`config.mk`:
```
export PLATFORM = sky130hd
export DESIGN_NAME = mips_controller
export DESIGN_NICKNAME = d
export VERILOG_FILES = /design/src/rtl/ctrl_pkg.sv /design/src/rtl/mips_controller.sv
export SDC_FILE = /design/constraint.sdc
export NUM_CORES = 1
export LEC_CHECK = 0
export ABC_AREA = 1
export CAP_MARGIN = 20
export CORE_MARGIN = 2
export CORE_UTILIZATION = 50
export DETAILED_ROUTE_END_ITERATION = 8
export DONT_BUFFER_PORTS = 1
export SETUP_SLACK_MARGIN = 0.3
export SYNTH_ARGS = -nofsm -noshare
export SYNTH_HDL_FRONTEND = slang
export SYNTH_SLANG_ARGS = --single-unit
```
`constraint.sdc`:
```
create_clock -name clk -period 2.15 [get_ports clk]
set_input_delay 0.3225 -clock clk [delete_from_list [all_inputs] [get_ports clk]]
set_output_delay 0.3225 -clock clk [all_outputs]
set_load 0.1 [all_outputs]
```
`src/rtl/ctrl_pkg.sv`:
```
// Shared definitions for the multicycle MIPS control FSM: state encoding,
// opcode/funct values, ALU op codes and datapath mux select encodings.
package ctrl_pkg;

    typedef enum logic [4:0] {
        FETCH     = 5'd0,
        FETCH_LAT = 5'd1,
        DECODE    = 5'd2,
        R_EXEC    = 5'd3,
        R_WB      = 5'd4,
        JR        = 5'd5,
        I_EXEC    = 5'd6,
        I_WB      = 5'd7,
        BRANCH    = 5'd8,
        JUMP      = 5'd9,
        JAL       = 5'd10,
        MEM_ADDR  = 5'd11,
        LW_RD     = 5'd12,
        LW_WAIT   = 5'd13,
        LW_WB     = 5'd14,
        SW_WR     = 5'd15,
        HALT      = 5'd16
    } state_t;

    // Primary opcodes (IR[31:26])
    localparam logic [5:0] OP_RTYPE  = 6'h00;
    localparam logic [5:0] OP_REGIMM = 6'h01;
    localparam logic [5:0] OP_J      = 6'h02;
    localparam logic [5:0] OP_JAL    = 6'h03;
    localparam logic [5:0] OP_BEQ    = 6'h04;
    localparam logic [5:0] OP_BNE    = 6'h05;
    localparam logic [5:0] OP_BLEZ   = 6'h06;
    localparam logic [5:0] OP_BGTZ   = 6'h07;
    localparam logic [5:0] OP_ADDIU  = 6'h09;
    localparam logic [5:0] OP_SLTI   = 6'h0A;
    localparam logic [5:0] OP_SLTIU  = 6'h0B;
    localparam logic [5:0] OP_ANDI   = 6'h0C;
    localparam logic [5:0] OP_ORI    = 6'h0D;
    localparam logic [5:0] OP_XORI   = 6'h0E;
    localparam logic [5:0] OP_IMM_10 = 6'h10;
    localparam logic [5:0] OP_LW     = 6'h23;
    localparam logic [5:0] OP_SW     = 6'h2B;
    localparam logic [5:0] OP_HALT   = 6'h3F;

    // R-type funct selecting jump-register
    localparam logic [5:0] FUNCT_JR  = 6'h08;

    // ALU control: 6'h00 means "decode funct", this value means plain add
    localparam logic [5:0] ALU_OP_RTYPE = 6'h00;
    localparam logic [5:0] ALU_OP_ADD   = 6'h3E;

    // ALU B-operand select
    localparam logic [1:0] ALU_B_REG     = 2'b00;
    localparam logic [1:0] ALU_B_FOUR    = 2'b01;
    localparam logic [1:0] ALU_B_IMM     = 2'b10;
    localparam logic [1:0] ALU_B_IMM_SH2 = 2'b11;

    // PC next-value select
    localparam logic [1:0] PC_SRC_ALU     = 2'b00;
    localparam logic [1:0] PC_SRC_ALU_OUT = 2'b01;
    localparam logic [1:0] PC_SRC_JUMP    = 2'b10;

    // Logical immediates (andi/ori/xori) zero-extend; everything else sign-extends
    function automatic logic imm_is_signed(input logic [5:0] op);
        return !(op == OP_ANDI || op == OP_ORI || op == OP_XORI);
    endfunction

endpackage

```
`src/rtl/mips_controller.sv`:
```
// Multicycle MIPS control FSM. Only the state and the retired-instruction
// counter are registers; every control output is decoded from the current
// state (plus IR fields and branch_taken where the datapath needs it).
//
// Cycle counts per instruction class, FETCH through the last state:
//   R/I 5, LW 7, SW 5, BRANCH/J/JAL/JR 4, HALT/unknown opcode 3 then stay/retire.
module mips_controller
    import ctrl_pkg::*;
#(
    parameter int CNT_WIDTH = 32
) (
    input  logic                 clk,
    input  logic                 rst,
    input  logic [5:0]           opcode,
    input  logic [5:0]           funct,
    input  logic                 branch_taken,
    output logic                 pc_write_en,
    output logic                 i_or_d,
    output logic                 mem_write,
    output logic                 mem_to_reg,
    output logic                 ir_write,
    output logic                 reg_dst,
    output logic                 reg_write,
    output logic                 alu_src_a,
    output logic                 jump_and_link,
    output logic                 is_signed,
    output logic [1:0]           alu_src_b,
    output logic [1:0]           pc_source,
    output logic [5:0]           alu_op,
    output logic                 halted,
    output logic [CNT_WIDTH-1:0] instr_count,
    output state_t               state_dbg
);

    state_t state;
    state_t state_next;

    assign state_dbg = state;

    // State register and retired-instruction counter; a return to FETCH retires one instruction
    always_ff @(posedge clk or posedge rst) begin
        if (rst) begin
            state       <= FETCH;
            instr_count <= '0;
        end else begin
            state <= state_next;
            if (state_next == FETCH) begin
                instr_count <= instr_count + {{(CNT_WIDTH-1){1'b0}}, 1'b1};
            end
        end
    end

    // Next-state and control decode; IR fields are only trusted from DECODE onward
    always_comb begin
        state_next    = state;
        pc_write_en   = 1'b0;
        i_or_d        = 1'b0;
        mem_write     = 1'b0;
        mem_to_reg    = 1'b0;
        ir_write      = 1'b0;
        reg_dst       = 1'b0;
        reg_write     = 1'b0;
        alu_src_a     = 1'b0;
        jump_and_link = 1'b0;
        is_signed     = 1'b0;
        alu_src_b     = ALU_B_REG;
        pc_source     = PC_SRC_ALU;
        alu_op        = ALU_OP_ADD;
        halted        = 1'b0;

        case (state)
            FETCH: begin
                // Instruction address goes out; memory answers next cycle
                i_or_d     = 1'b0;
                state_next = FETCH_LAT;
            end
            FETCH_LAT: begin
                // Capture IR and advance PC by 4 in the same cycle
                ir_write    = 1'b1;
                alu_src_a   = 1'b0;
                alu_src_b   = ALU_B_FOUR;
                pc_source   = PC_SRC_ALU;
                pc_write_en = 1'b1;
                state_next  = DECODE;
            end
            DECODE: begin
                // Precompute branch target; for JAL the ALU produces the link address instead
                alu_src_a = 1'b0;
                alu_src_b = (opcode == OP_JAL) ? ALU_B_FOUR : ALU_B_IMM_SH2;
                case (opcode)
                    OP_RTYPE:  state_next = (funct == FUNCT_JR) ? JR : R_EXEC;
                    OP_J:      state_next = JUMP;
                    OP_JAL:    state_next = JAL;
                    OP_REGIMM, OP_BEQ, OP_BNE, OP_BLEZ, OP_BGTZ:
                               state_next = BRANCH;
                    OP_ADDIU, OP_SLTI, OP_SLTIU, OP_ANDI, OP_ORI, OP_XORI, OP_IMM_10:
                               state_next = I_EXEC;
                    OP_LW, OP_SW:
                               state_next = MEM_ADDR;
                    OP_HALT:   state_next = HALT;
                    default:   state_next = FETCH;
                endcase
            end
            R_EXEC: begin
                alu_src_a  = 1'b1;
                alu_src_b  = ALU_B_REG;
                alu_op     = ALU_OP_RTYPE;
                state_next = R_WB;
            end
            R_WB: begin
                reg_dst    = 1'b1;
                mem_to_reg = 1'b0;
                reg_write  = 1'b1;
                alu_op     = ALU_OP_RTYPE;
                state_next = FETCH;
            end
            JR: begin
                // ALU control passes rs through for funct 08
                alu_src_a   = 1'b1;
                alu_src_b   = ALU_B_REG;
                alu_op      = ALU_OP_RTYPE;
                pc_source   = PC_SRC_ALU;
                pc_write_en = 1'b1;
                state_next  = FETCH;
            end
            I_EXEC: begin
                alu_src_a  = 1'b1;
                alu_src_b  = ALU_B_IMM;
                alu_op     = opcode;
                is_signed  = imm_is_signed(opcode);
                state_next = I_WB;
            end
            I_WB: begin
                reg_dst    = 1'b0;
                mem_to_reg = 1'b0;
                reg_write  = 1'b1;
                alu_op     = opcode;
                is_signed  = imm_is_signed(opcode);
                state_next = FETCH;
            end
            BRANCH: begin
                // Compare rs/rt; target was parked in ALU_OUT during DECODE
                alu_src_a   = 1'b1;
                alu_src_b   = ALU_B_REG;
                alu_op      = opcode;
                pc_source   = PC_SRC_ALU_OUT;
                pc_write_en = branch_taken;
                state_next  = FETCH;
            end
            JUMP: begin
                pc_source   = PC_SRC_JUMP;
                pc_write_en = 1'b1;
                state_next  = FETCH;
            end
            JAL: begin
                jump_and_link = 1'b1;
                reg_write     = 1'b1;
                mem_to_reg    = 1'b0;
                pc_source     = PC_SRC_JUMP;
                pc_write_en   = 1'b1;
                state_next    = FETCH;
            end
            MEM_ADDR: begin
                alu_src_a  = 1'b1;
                alu_src_b  = ALU_B_IMM;
                is_signed  = 1'b1;
                state_next = (opcode == OP_SW) ? SW_WR : LW_RD;
            end
            LW_RD: begin
                i_or_d     = 1'b1;
                state_next = LW_WAIT;
            end
            LW_WAIT: begin
                // Synchronous memory: read data lands at the end of this cycle
                i_or_d     = 1'b1;
                state_next = LW_WB;
            end
            LW_WB: begin
                reg_dst    = 1'b0;
                mem_to_reg = 1'b1;
                reg_write  = 1'b1;
                state_next = FETCH;
            end
            SW_WR: begin
                i_or_d     = 1'b1;
                mem_write  = 1'b1;
                state_next = FETCH;
            end
            HALT: begin
                halted     = 1'b1;
                state_next = HALT;
            end
            default: begin
                state_next = FETCH;
            end
        endcase
    end

endmodule

```
Yosys cells after proc, flatten, opt, wreduce, memory -nomap -nowiden
Index checks and enable logic that the tools add are counted.
{ "totals": {"ff_bits": 37, "latch_bits": 0, "ram_bits": 0, "mem_bits_ro": 0, "in_bits": 15, "out_inout_bits": 58, "word_cells": 74, "n_memories": 0} }
{ "classes": {"n_addsub": 1, "n_mul": 0, "n_div": 0, "order_cmp": 0, "eq_ne": 34, "n_shift": 0, "mux": 19, "n_bitwise": 0, "reduce_logical": 18} }
{ "ops": {"columns": ["operator", "count"], "rows": [
  ["5-bit case mux with 9 select lines", 1],
  ["6-bit by 4-bit equality test with 1-bit output (second input constant)", 7],
  ["5-bit by 4-bit equality test with 1-bit output (second input constant)", 8],
  ["5-bit case mux with 7 select lines", 1],
  ["32-bit by 1-bit adder with 32-bit output (second input constant)", 1],
  ["6-bit by 3-bit equality test with 1-bit output (second input constant)", 4],
  ["5-bit by 3-bit equality test with 1-bit output (second input constant)", 4],
  ["6-bit equality test (second input constant)", 3],
  ["6-bit by 2-bit equality test with 1-bit output (second input constant)", 2],
  ["6-bit case mux with 2 select lines", 1],
  ["5-bit by 2-bit equality test with 1-bit output (second input constant)", 2],
  ["5-bit zero test", 2],
  ["5-bit OR reduction", 2],
  ["1-bit two-way mux", 9],
  ["3-bit OR reduction", 3],
  ["2-bit OR reduction", 4],
  ["4-bit OR reduction", 2],
  ["7-bit OR reduction", 1],
  ["6-bit by 1-bit equality test with 1-bit output (second input constant)", 1],
  ["6-bit by 5-bit equality test with 1-bit output (second input constant)", 1],
  ["6-bit zero test", 1],
  ["2-bit case mux with 3 select lines", 1],
  ["5-bit by 1-bit equality test with 1-bit output (second input constant)", 1],
  ["5-bit equality test (second input constant)", 1],
  ["6 further kinds", 9]
]} }

Depth between registers and ports, before layout
Gate-level depths: netlist of the first run.
{ "logic_depth": {"ltp_word": 5, "mapped_depth": 13, "depth_no_buf": 12} }

Least setup slack after synthesis of the first run
OpenSTA, ideal clock, no wires.
{ "synth_path": {"path_type": "reg-to-output", "startpoint": "register state[3] (netlist: state_dbg[3])", "endpoint": "output port alu_op[1]", "t_arrival_ns": 5.102, "required_time_ns": 1.827, "path_slack_ns": -3.274, "path_stages_with_launch": 5, "n_path_buf": 0, "cell_sequence": "dfrtp_1 > nand2_2 > nor2_1 > nor2_1 > o21ai_0"} }
{ "synth_between": {"elab_chain_len": 3, "elab_cells_between_ends": 9, "classes_between": "eq/ne: 6; mux: 1; reduce/logical: 2"} }
{ "synth_rtl": {"columns": ["element", "line", "source"], "rows": [
  ["start, declared", "mips_controller.sv:35", "state_t state;"],
  ["start signal, assigned", "mips_controller.sv:46", "state <= state_next;"],
  ["5-bit by 3-bit equality test with 1-bit output (tied with other cells)", "mips_controller.sv:71", "case (state)"],
  ["3-bit OR reduction (no source line)", null, null],
  ["6-bit case mux with 2 select lines (*)", "mips_controller.sv:71", null],
  ["end, declared", "mips_controller.sv:29", "output logic [5:0] alu_op,"]
]} }
Mark *: on every way between the ends. The rest lies on a longest branch, timed or not.

Final worst setup path of the first run
{ "layout_path": {"startpoint": "register state[1] (netlist: state_dbg[1])", "endpoint": "register instr_count[23]"} }
{ "layout_between": {"elab_chain_len": 3, "elab_cells_between_ends": 11, "classes_between": "eq/ne: 8; mux: 1; reduce/logical: 2"} }
{ "layout_rtl": {"columns": ["element", "line", "source"], "rows": [
  ["5-bit equality test (tied with other cells)", "mips_controller.sv:71", null],
  ["5-bit case mux with 9 select lines (*)", "mips_controller.sv:71", null],
  ["5-bit zero test (*)", "mips_controller.sv:47", "if (state_next == FETCH) begin"],
  ["end signal, assigned", "mips_controller.sv:48", "instr_count <= instr_count + {{(CNT_WIDTH-1){1'b0}}, 1'b1};"],
  ["end, declared", "mips_controller.sv:31", "output logic [CNT_WIDTH-1:0] instr_count,"]
]} }
Marked as above.
A chain may end at the register's enable or synchronous reset.

==> qor.txt, run 1 <==
status -> finished, violations left
failing checks -> setup timing
period utilization -> 108%
Final Util -> 89.1%
share of layout cells above drive strength 1 -> 42.4%
Die W -> 81.0 um
Post-Syn Instances -> 465
final worst slack -> -179 ps
post-synthesis register bit count -> 37
syn_area_per_cell -> 6.37 um2
Starting Density -> 50.9%
final setup vio count -> 43
Worst Clk Skew -> 4.61 ps
worst min-delay path category -> in2async
Crit-path slowest cell -> dfrtp_4
DR WL/cell -> 24.4 um
Max Cap Violations -> 0
Rows -> 28
Tot Pwr -> 8.58 mW
TritonRoute pass-1 iters -> 9
sequential element share of the synthesized area -> 31.3%
# diodes -> 0
CP Data Arrival Time -> 2570 ps
worst reg2reg path endpoint -> instr_count[23]$_DFFE_PP0N_
Slew @ Worst Pin -> 500 ps
later-pin clock latency in the skew report -> 300 ps
slew margin rel. -> 66.5%
leak pwr -> 2.51 nW
crit-path cells -> buf_6 > nor2_4 > nand2_4 > buf_4 > buf_4 > nor3_4 > nor3_4 > buf_12 > nand3_4 > nand2_1 > nand2_1
PortBufs -> 0
Die Y -> 81.0 um
area of the mapped netlist -> 2960 um2
setup repair after global routing missed its margin -> true
Worst Setup SP -> state_dbg[1]$_DFF_PP0_
Boundary Pins -> 73
core box area -> 5820 um2
CP Max Fanout -> 8
HPWL after DPL -> 6.80 mm
Ys Warns -> 0
post-place instance area -> 3960 um2
worst path required time -> 2390 ps
Worst-path clk slew -> 90 ps
gr ovfl total -> 0
worst vdd ir -> 1.85 mV
DR vias -> 4335
Routability Congestion -> 0.914
first-pass GRT wire length -> 19.5 mm
Critical Path End -> instr_count[23]$_DFFE_PP0N_
Critical Path Start Type -> flop
clk root buf -> clkbuf_8
Multi-input gate area -> 2330 um2
largest net degree at the start of global routing -> 38
via count of the first global-routing pass -> 3729
Num Clock Sinks -> 37
# DRC -> 0
r2r setup slk -> -180 ps
Reg area -> 962 um2
power density over the cells -> 1660 nW/um2
initial drt markers -> 624
# nets final -> 607
Final Hold Vio Count -> 0
Syn Nets -> 481
die area -> 6550 um2
FF-to-FF path depth -> 11
Vias per Instance -> 6.50
Setup TNS -> -3870 ps
CP endpoint kind -> flop
CTS tree -> done
Tot GR Track Use -> 39.5%
Routed Antenna Nets -> 0
WS Path Type -> reg2reg
Reg-to-Reg Start -> state_dbg[1]$_DFF_PP0_
maximum clock insertion buffer count -> 2
Cell variety after synth -> 29
worst hold slack -> 56.0 ps
slowest stage delay, CP -> 530 ps
Min Clock Period, post-route -> 2330 ps
H-tree levels -> 2
Total Wirelength -> 16.3 mm
antenna violations before repair -> 0
fmax -> 429 MHz
Area Overhead vs Synth -> 75.0%
# fillers -> 240
final instance area -> 5180 um2
Inserted Clock Buffers -> 5
Slew Limit Fails -> 0
[cell families (layout without fill, tap and decap cells)]
logic type / after synthesis / in the layout / synth area share [%]
simple gates: 337 / 340 / 51.6
xor+xnor: 16 / 16 / 4.73
flops: 37 / 37 / 31.3
fa+ha+maj: 1 / 1 / 0.422
compound gates: 14 / 14 / 3.08
buf+inv: 60 / 184 / 8.87
[what timing repair did]
item / in CTS / in global routing
pin swaps: 32 / 41
endpoints found under the setup margin: 52 / 56
buffers inserted: 34 / 18
gates resized for setup: 81 / 54
gates cloned: 5 / 0
hold buffers: 0 / 0
[power by group]
| group | internal [mW] | leakage, nW | switching, mW | total [mW] |
|---|---|---|---|---|
| Sequential | 0.808 | 0.484 | 0.120 | 0.928 |
| Combinational | 2.40 | 1.96 | 4.49 | 6.90 |
| Clock | 0.467 | 0.0687 | 0.293 | 0.760 |
[worst max-delay path, delay by kind of cell (launching register included)]
| kind | cells | cell delay [ps] |
|---|---|---|
| flops | 1 | 530 |
| simple gates | 7 | 1100 |
| buf+inv | 4 | 630 |
[per-stage QoR]
step | setup slack, ps | instances
2_1_floorplan | -531 | 465
3_3_place_gp | -75.1 | 602
3_5_place_dp | -140 | 602
4_1_cts | -25.6 | 649
5_1_grt | -234 | 667
6_report | -179 | 667
[cell type report]
cell class                 count  share of cell area [%]
tap                           75                    1.81
clock buffer                   5                    1.33
multi-input combinational    371                    45.1
timing repair buffer         129                    28.0
clock inverter                 3                    1.33
inverter                      47                    3.96
sequential                    37                    18.6
[flip-flops by register name, summed over array words and instances (netlist names)]
register and cells:
state_dbg 5, instr_count 32
[synth_stat cells]
library cell | count | area share, %
nand3_1 | 24 | 4.1
inv_2 | 8 | 1.0
dfrtp_1 | 37 | 31
o21ai_0 | 7 | 1.2
nor2_1 | 59 | 7.5
nand2_1 | 176 | 22
buf_4 | 4 | 1.0
nand2_2 | 3 | 0.63
a21oi_4 | 1 | 0.55
nand3b_1 | 11 | 2.8
nor3_1 | 14 | 2.4
buf_2 | 6 | 1.0
a21oi_1 | 3 | 0.51
xor2_1 | 13 | 3.8
buf_6 | 2 | 0.76
nor2_2 | 3 | 0.63
clkbuf_1 | 1 | 0.13
nand3_4 | 1 | 0.59
inv_1 | 38 | 4.8
xnor2_1 | 3 | 0.89
ha_1 | 1 | 0.42
nor2_4 | 2 | 0.76
nand3_2 | 3 | 1.0
o21a_1 | 1 | 0.25
nand4_1 | 39 | 8.2
a21oi_2 | 2 | 0.59
clkinv_1 | 1 | 0.13
nor3_4 | 1 | 0.55
or2_2 | 1 | 0.21
[cell usage in the layout, fill, tap and decap left out, types with 7 or more instances in the layout]
| master | n |
|---|---|
| nand3_4 | 7 |
| buf_6 | 28 |
| o21ai_4 | 7 |
| nand4_1 | 39 |
| nand3b_1 | 11 |
| nor3_1 | 12 |
| inv_1 | 36 |
| nor2_1 | 42 |
| dfrtp_1 | 22 |
| buf_12 | 25 |
| nand2_2 | 25 |
| nor2_4 | 18 |
| buf_4 | 71 |
| nand2_1 | 140 |
| dfrtp_4 | 7 |
| nand3_1 | 22 |
| dfrtp_2 | 8 |
| xor2_1 | 13 |
| nand2_4 | 9 |
[worst min-delay path by stage]
stage / slack [ps] / cells after the start / end / start
after floorplan: 500 / 1 / instr_count[0]$_DFFE_PP0N_ / rst
after global placement: 360 / 2 / instr_count[31]$_DFFE_PP0N_ / rst
after detailed placement: 360 / 2 / instr_count[31]$_DFFE_PP0N_ / rst
after CTS: 50 / 2 / instr_count[10]$_DFFE_PP0N_ / rst
after global routing: 110 / 2 / instr_count[10]$_DFFE_PP0N_ / rst
final: 60 / 2 / state_dbg[4]$_DFF_PP0_ / rst
[per-layer routing]
layer | global-route usage [%] | wire [um] | vias up
met5 | 0 | 0 | -
met4 | 20.2 | 1600 | 0
met3 | 9.78 | 2300 | 175
met2 | 67.5 | 7070 | 434
met1 | 45.7 | 5300 | 1971
li1 | - | - | 1755
Note: power is estimated with default switching activity, not from simulation.
==> inputs of run 2 (changes only) <==
--- a/config.mk
+++ b/config.mk
@@ -5,12 +5,13 @@
 export SDC_FILE = /design/constraint.sdc
 export NUM_CORES = 1
 export LEC_CHECK = 0
-export ABC_AREA = 1
 export CAP_MARGIN = 20
+export CORE_ASPECT_RATIO = 1.1
 export CORE_MARGIN = 2
 export CORE_UTILIZATION = 50
 export DETAILED_ROUTE_END_ITERATION = 8
 export DONT_BUFFER_PORTS = 1
+export GPL_TIMING_DRIVEN = 0
 export SETUP_SLACK_MARGIN = 0.3
 export SYNTH_ARGS = -nofsm -noshare
 export SYNTH_HDL_FRONTEND = slang
==> run 2 against run 1 <==
- the flow finishes with violations (hold timing, setup timing)
- count of clock-buffer cells in the layout stayed put
- largest cell class unchanged
- critical path type is now reg2out
- fmax is 16% lower
- critical endpoint is now alu_src_a
- critical path depth fell by 6
==> qor.txt, run 2 <==
status -> finished, violations left
failing checks -> hold timing, setup timing
EDFF count, synth -> 0
setup repair after global routing missed its margin -> true
leading cell types in the layout, fill and taps excluded -> 28 x buf_4, 28 x xnor2_1, 22 x buf_6
syn_area_per_cell -> 8.74 um2
Post-Syn Instances -> 295
post-route insts no fill -> 421
Starting Density -> 51.6%
worst hold slack -> -6.51 ps
Crit-path slowest cell -> a221oi_4
worst min-delay path category -> in2async
CP Max Fanout -> 5
Crit path depth -> 5
Critical Path Start Type -> flop
first-pass GRT wire length -> 13.5 mm
main combinational cell family by area after synthesis -> simple AND/OR/NAND/NOR gates
Die W -> 72.5 um
worst vdd ir -> 1.27 mV
max reg flops -> 32
CTS tree -> done
DR WL/cell -> 26.0 um
CP endpoint kind -> primary output
Die Y -> 79.3 um
largest net degree at the start of global routing -> 24
Crit path buffers/inverters -> 2
Total Wirelength -> 11.0 mm
Comb pwr share -> 71.3%
Sw Share -> 59.0%
Worst-path clk slew -> 80 ps
Syn Nets -> 311
top routing layer in use -> met4
Max Cap Violations -> 0
slowest stage delay, CP -> 960 ps
Cell variety after synth -> 51
initial drt markers -> 393
Net Switching -> 4.38 mW
Post-Synth XOR/XNOR Area -> 10.5%
# nets final -> 378
met1 wire length -> 3.86 mm
Main synth FF type -> dfrtp_1
period utilization -> 129%
power density over the cells -> 1680 nW/um2
TritonRoute pass-1 iters -> 5
Rows -> 27
r2r setup slk -> -390 ps
Routability Congestion -> 0.810
crit-path cells -> buf_8 > inv_6 > nor2_4 > nand2_2 > a221oi_4
Num Clock Sinks -> 37
Vias per Instance -> 6.87
Tot Pwr -> 7.42 mW
HPWL after DPL -> 5.40 mm
Ys Warns -> 0
dominant cell type by area after synthesis -> dfrtp_1
core box area -> 5000 um2
DR vias -> 2894
top cells by area, synth -> dfrtp_1 36%, xnor2_1 11%, a21oi_1 4.7%, nand4_1 4.4%, nand3_1 3.5%
crit-path leading delay family -> compound AO/OA/AOI/OAI gates
Post-CTS Hold Fix Bufs -> 0
final worst slack -> -629 ps
FF-to-FF path depth -> 10
PortBufs -> 0
leak pwr -> 1.63 nW
# DRC -> 0
Synth Area in Adders -> 0.485%
WL met2 -> 5.60 mm
Top reg by flops -> instr_count
Min Clock Period, post-route -> 2780 ps
# fillers -> 221
slew margin rel. -> 27.8%
area of the mapped netlist -> 2580 um2
dpl cells -> 359
Slew @ Worst Pin -> 1080 ps
Routed Antenna Nets -> 0
WS Path Type -> reg2out
# diodes -> 0
worst reg2reg path endpoint -> instr_count[1]$_DFFE_PP0N_
gr ovfl total -> 0
Worst Clk Skew -> 6.72 ps
Tot GR Track Use -> 30.6%
Synth top cells by count -> 37 x dfrtp_1, 31 x xnor2_1, 24 x a21oi_1
antenna violations before repair -> 0
Reg-to-Reg Start -> state_dbg[0]$_DFF_PP0_
Slew Limit Fails -> 0
via count of the first global-routing pass -> 2643
later-pin clock latency in the skew report -> 300 ps
CP Data Arrival Time -> 2460 ps
Flop pwr share -> 22.2%
Inserted Clock Buffers -> 5
maximum clock insertion buffer count -> 2
H-tree levels -> 2
sequential element share of the synthesized area -> 35.9%
Synth Area in Compound Gates -> 16.6%
final setup vio count -> 53
die area -> 5750 um2
async set or reset register ratio after synthesis -> 100%
area fraction of the dominant cell type after synthesis -> 35.9%
Boundary Pins -> 73
post-synthesis simple-gate area fraction -> 29.6%
clock share of power -> 6.5%
share of layout cells above drive strength 1 -> 58.7%
mux cell area share after synthesis -> 1.21%
WL met3 -> 833 um
fmax -> 360 MHz
Area Overhead vs Synth -> 71.0%
most common cell in the netlist -> dfrtp_1
worst path required time -> 1830 ps
clk root buf -> clkbuf_8
P_int -> 3.04 mW
Final Hold Vio Count -> 12
post-synthesis register bit count -> 37
## run 2: area by class of cell
cell class / count / area, um2 / share of cell area, %
multi-input cells: 230 / 2280 / 51.7
flip-flops and latches: 37 / 977 / 22.2
repair buffers: 60 / 652 / 14.8
plain buffers: 22 / 305 / 6.93
well taps: 58 / 72.6 / 1.65
clock buffers: 5 / 68.8 / 1.56
inverters: 6 / 35.0 / 0.795
clock inverters: 3 / 17.5 / 0.397
## run 2: metrics by stage
step | worst slack, ps | hold WS (ps) | TNS, ps | utilization (%) | area, um2
after floorplan | -407 | 501 | -4350 | - | 3270
after global placement | -476 | 668 | -11370 | 66.8 | 3340
after detailed placement | -369 | 328 | -9880 | 68.8 | 3440
after CTS | -559 | 2.92 | -17200 | 80.0 | 4000
after global routing | -679 | 44.5 | -22960 | 88.2 | 4410
final | -629 | -6.51 | -20270 | 88.2 | 4410
## run 2: logic make-up after synthesis
group                      Yosys count
muxes                                3
xor gates and xnor gates            31
adders and majority gates            1
buffers and inverters               28
AOI/OAI and AO/OA                   61
and+or+nand+nor                    134
DFF                                 37
## run 2: layer usage
metal / global-route usage (%) / vias up
met5: 0 / -
met4: 13.7 / 0
met3: 5.84 / 54
met2: 55.4 / 182
met1: 34.4 / 1445
li1: - / 1213
## run 2: worst max path at each step
| stage | start | to | slack (ps) |
|---|---|---|---|
| after global routing | state_dbg[2]$_DFF_PP0_ | alu_src_a | -680 |
| final | state_dbg[2]$_DFF_PP0_ | alu_src_a | -630 |
| after CTS | state_dbg[3]$_DFF_PP0_ | alu_src_a | -560 |
| after global placement | state_dbg[1]$_DFF_PP0_ | alu_src_b[0] | -480 |
| after floorplan | state_dbg[1]$_DFF_PP0_ | alu_src_b[0] | -410 |
| after detailed placement | state_dbg[2]$_DFF_PP0_ | instr_count[18]$_DFFE_PP0N_ | -370 |
## run 2: power groups by stage
| stage | clock network, mW | logic [mW] | registers [mW] |
|---|---|---|---|
| after floorplan | 0 | 3.21 | 1.61 |
| after global routing | 0.510 | 5.41 | 1.66 |
| final | 0.482 | 5.29 | 1.65 |
| after CTS | 0.490 | 4.45 | 1.64 |
| after detailed placement | 0 | 3.68 | 1.65 |
| after global placement | 0 | 3.55 | 1.64 |
## run 2: timing repair
item,CTS,global route
setup endpoints to repair,56,58
endpoints found under the hold margin,0,0
gates cloned,2,1
buffers inserted,29,22
gates resized for setup,51,50
pin swaps,32,37
==> inputs of run 3 (changes only) <==
--- a/config.mk
+++ b/config.mk
@@ -7,7 +7,7 @@
 export LEC_CHECK = 0
 export CAP_MARGIN = 20
 export CORE_ASPECT_RATIO = 1.1
-export CORE_MARGIN = 2
+export CORE_MARGIN = 5
 export CORE_UTILIZATION = 50
 export DETAILED_ROUTE_END_ITERATION = 8
 export DONT_BUFFER_PORTS = 1
==> run 3 against run 2 <==
- the flow finishes with violations (setup timing)
- final area down 2.2%
- register-to-register slack got worse by 40 ps
- wire length shrank 8.2%
- critical path depth stayed put
- fmax decreased by 0.43%
- setup slack worse by 12 ps
- hold slack gained 10 ps
- non-clock buffer count shrank 11
- largest cell class unchanged
- largest power group unchanged
==> qor.txt, run 3 (synthesized netlist as in run 2, its figures left out) <==
Tot Pwr -> 7.25 mW
Area Overhead vs Synth -> 67.3%
r2r setup slk -> -430 ps
Worst Clk Skew -> 6.60 ps
Net Switching -> 4.21 mW
DR vias -> 2721
clk root buf -> clkbuf_8
# DRC -> 0
largest net degree at the start of global routing -> 24
via count of the first global-routing pass -> 2783
P_int -> 3.04 mW
Rows -> 27
Final Hold Vio Count -> 0
CP endpoint kind -> primary output
worst vdd ir -> 0.949 mV
HPWL after DPL -> 5.76 mm
Critical Path Start Type -> flop
fmax -> 358 MHz
final setup vio count -> 54
Min Clock Period, post-route -> 2790 ps
WS Path Type -> reg2out
Comb pwr share -> 70.4%
TritonRoute pass-1 iters -> 4
# diodes -> 0
Total Wirelength -> 10.1 mm
clock share of power -> 7.0%
dpl cells -> 359
Tot GR Track Use -> 27.4%
share of layout cells above drive strength 1 -> 55.7%
Die Y -> 85.3 um
Num Clock Sinks -> 37
final instance area -> 4310 um2
Slew Limit Fails -> 0
Sw Share -> 58.1%
Post-CTS Hold Fix Bufs -> 0
post-route insts no fill -> 410
worst reg2reg path endpoint -> instr_count[31]$_DFFE_PP0N_
later-pin clock latency in the skew report -> 300 ps
status -> finished, violations left
H-tree levels -> 2
Die W -> 78.5 um
core box area -> 5000 um2
maximum clock insertion buffer count -> 2
Worst-path clk slew -> 70 ps
DR WL/cell -> 24.5 um
leak pwr -> 1.60 nW
CP Data Arrival Time -> 2470 ps
setup repair after global routing missed its margin -> true
Slew @ Worst Pin -> 1080 ps
Reg-to-Reg Start -> instr_count[22]$_DFFE_PP0N_
max reg flops -> 32
Starting Density -> 51.6%
Critical Path End -> alu_src_a
initial drt markers -> 239
worst min-delay path category -> in2async
Worst Setup SP -> state_dbg[3]$_DFF_PP0_
CP Max Fanout -> 8
worst path required time -> 1830 ps
commonest non-fill, non-tap cell in the layout -> xnor2_1
worst hold slack -> 3.89 ps
Boundary Pins -> 73
FF-to-FF path depth -> 6
die area -> 6690 um2
leading cell types in the layout, fill and taps excluded -> 27 x xnor2_1, 22 x buf_4, 19 x buf_6
Inserted Clock Buffers -> 5
PortBufs -> 0
failing checks -> setup timing
first-pass GRT wire length -> 14.5 mm
post-place instance area -> 3440 um2
Top reg by flops -> instr_count
# fillers -> 250
Routed Antenna Nets -> 0
gr ovfl total -> 0
final worst slack -> -641 ps
power density over the cells -> 1680 nW/um2
Flop pwr share -> 22.6%
# nets final -> 367
Max Cap Violations -> 0
period utilization -> 130%
Setup TNS -> -19650 ps
slew margin rel. -> 28.0%
Routability Congestion -> 0.853
CTS tree -> done
Vias per Instance -> 6.64
antenna violations before repair -> 0
## run 3: cell count changes in the layout (fill, tap and decap cells not counted), sizes merged
cell      delta
clkbuf       +4
clkinvlp     -1
buf         -12
clkinv       -2
## run 3: through the flow
| step | setup slack [ps] | utilization, % |
|---|---|---|
| after floorplan | -407 | - |
| after global placement | -488 | 66.8 |
| after detailed placement | -378 | 68.8 |
| after CTS | -559 | 80.7 |
| after global routing | -690 | 86.2 |
| final | -641 | 86.2 |
## run 3: power by group through the flow
stage,Sequential (mW),Combinational (mW),Clock (mW)
detailed placement,1.65,3.68,0
global placement,1.65,3.56,0
CTS,1.64,4.45,0.509
floorplan,1.61,3.21,0
global route,1.66,5.27,0.557
finish,1.64,5.11,0.505
## run 3: metal layers
layer	track usage, %	wire length [um]	share of wire (%)
met3	4.67	539	5.4
met5	0	0	0
met2	50.9	5560	55
met1	29.2	3550	35
met4	15.1	405	4.0
## run 3: critical path, stage by stage, from the launching register on
cell,delay [ps]
dfrtp_4,640
clkbuf_16,250
nor2_4,160
buf_12,130
a21oi_4,60
a221oi_4,910
## run 3: worst min path at each step
stage / from / end / slack (ps)
floorplan: rst / instr_count[0]$_DFFE_PP0N_ / 500
global route: rst / instr_count[25]$_DFFE_PP0N_ / 40
detailed placement: rst / instr_count[5]$_DFFE_PP0N_ / 340
global placement: rst / instr_count[6]$_DFFE_PP0N_ / 670
CTS: rst / instr_count[25]$_DFFE_PP0N_ / 20
finish: rst / instr_count[25]$_DFFE_PP0N_ / 4
## run 3: area by class of cell
cell class	count	area, um2	area share (%)
multi-input cells	230	2260	52.5
inverters	6	37.5	0.871
repair buffers	49	561	13.0
well taps	58	72.6	1.68
plain buffers	22	312	7.23
flip-flops and latches	37	977	22.7
clock buffers	8	90.1	2.09
## run 3: repair_timing
item	in CTS	in global routing
resized for setup	53	33
pin swaps	36	35
setup endpoints to repair	56	58
cloned	2	1
setup buffers	33	7
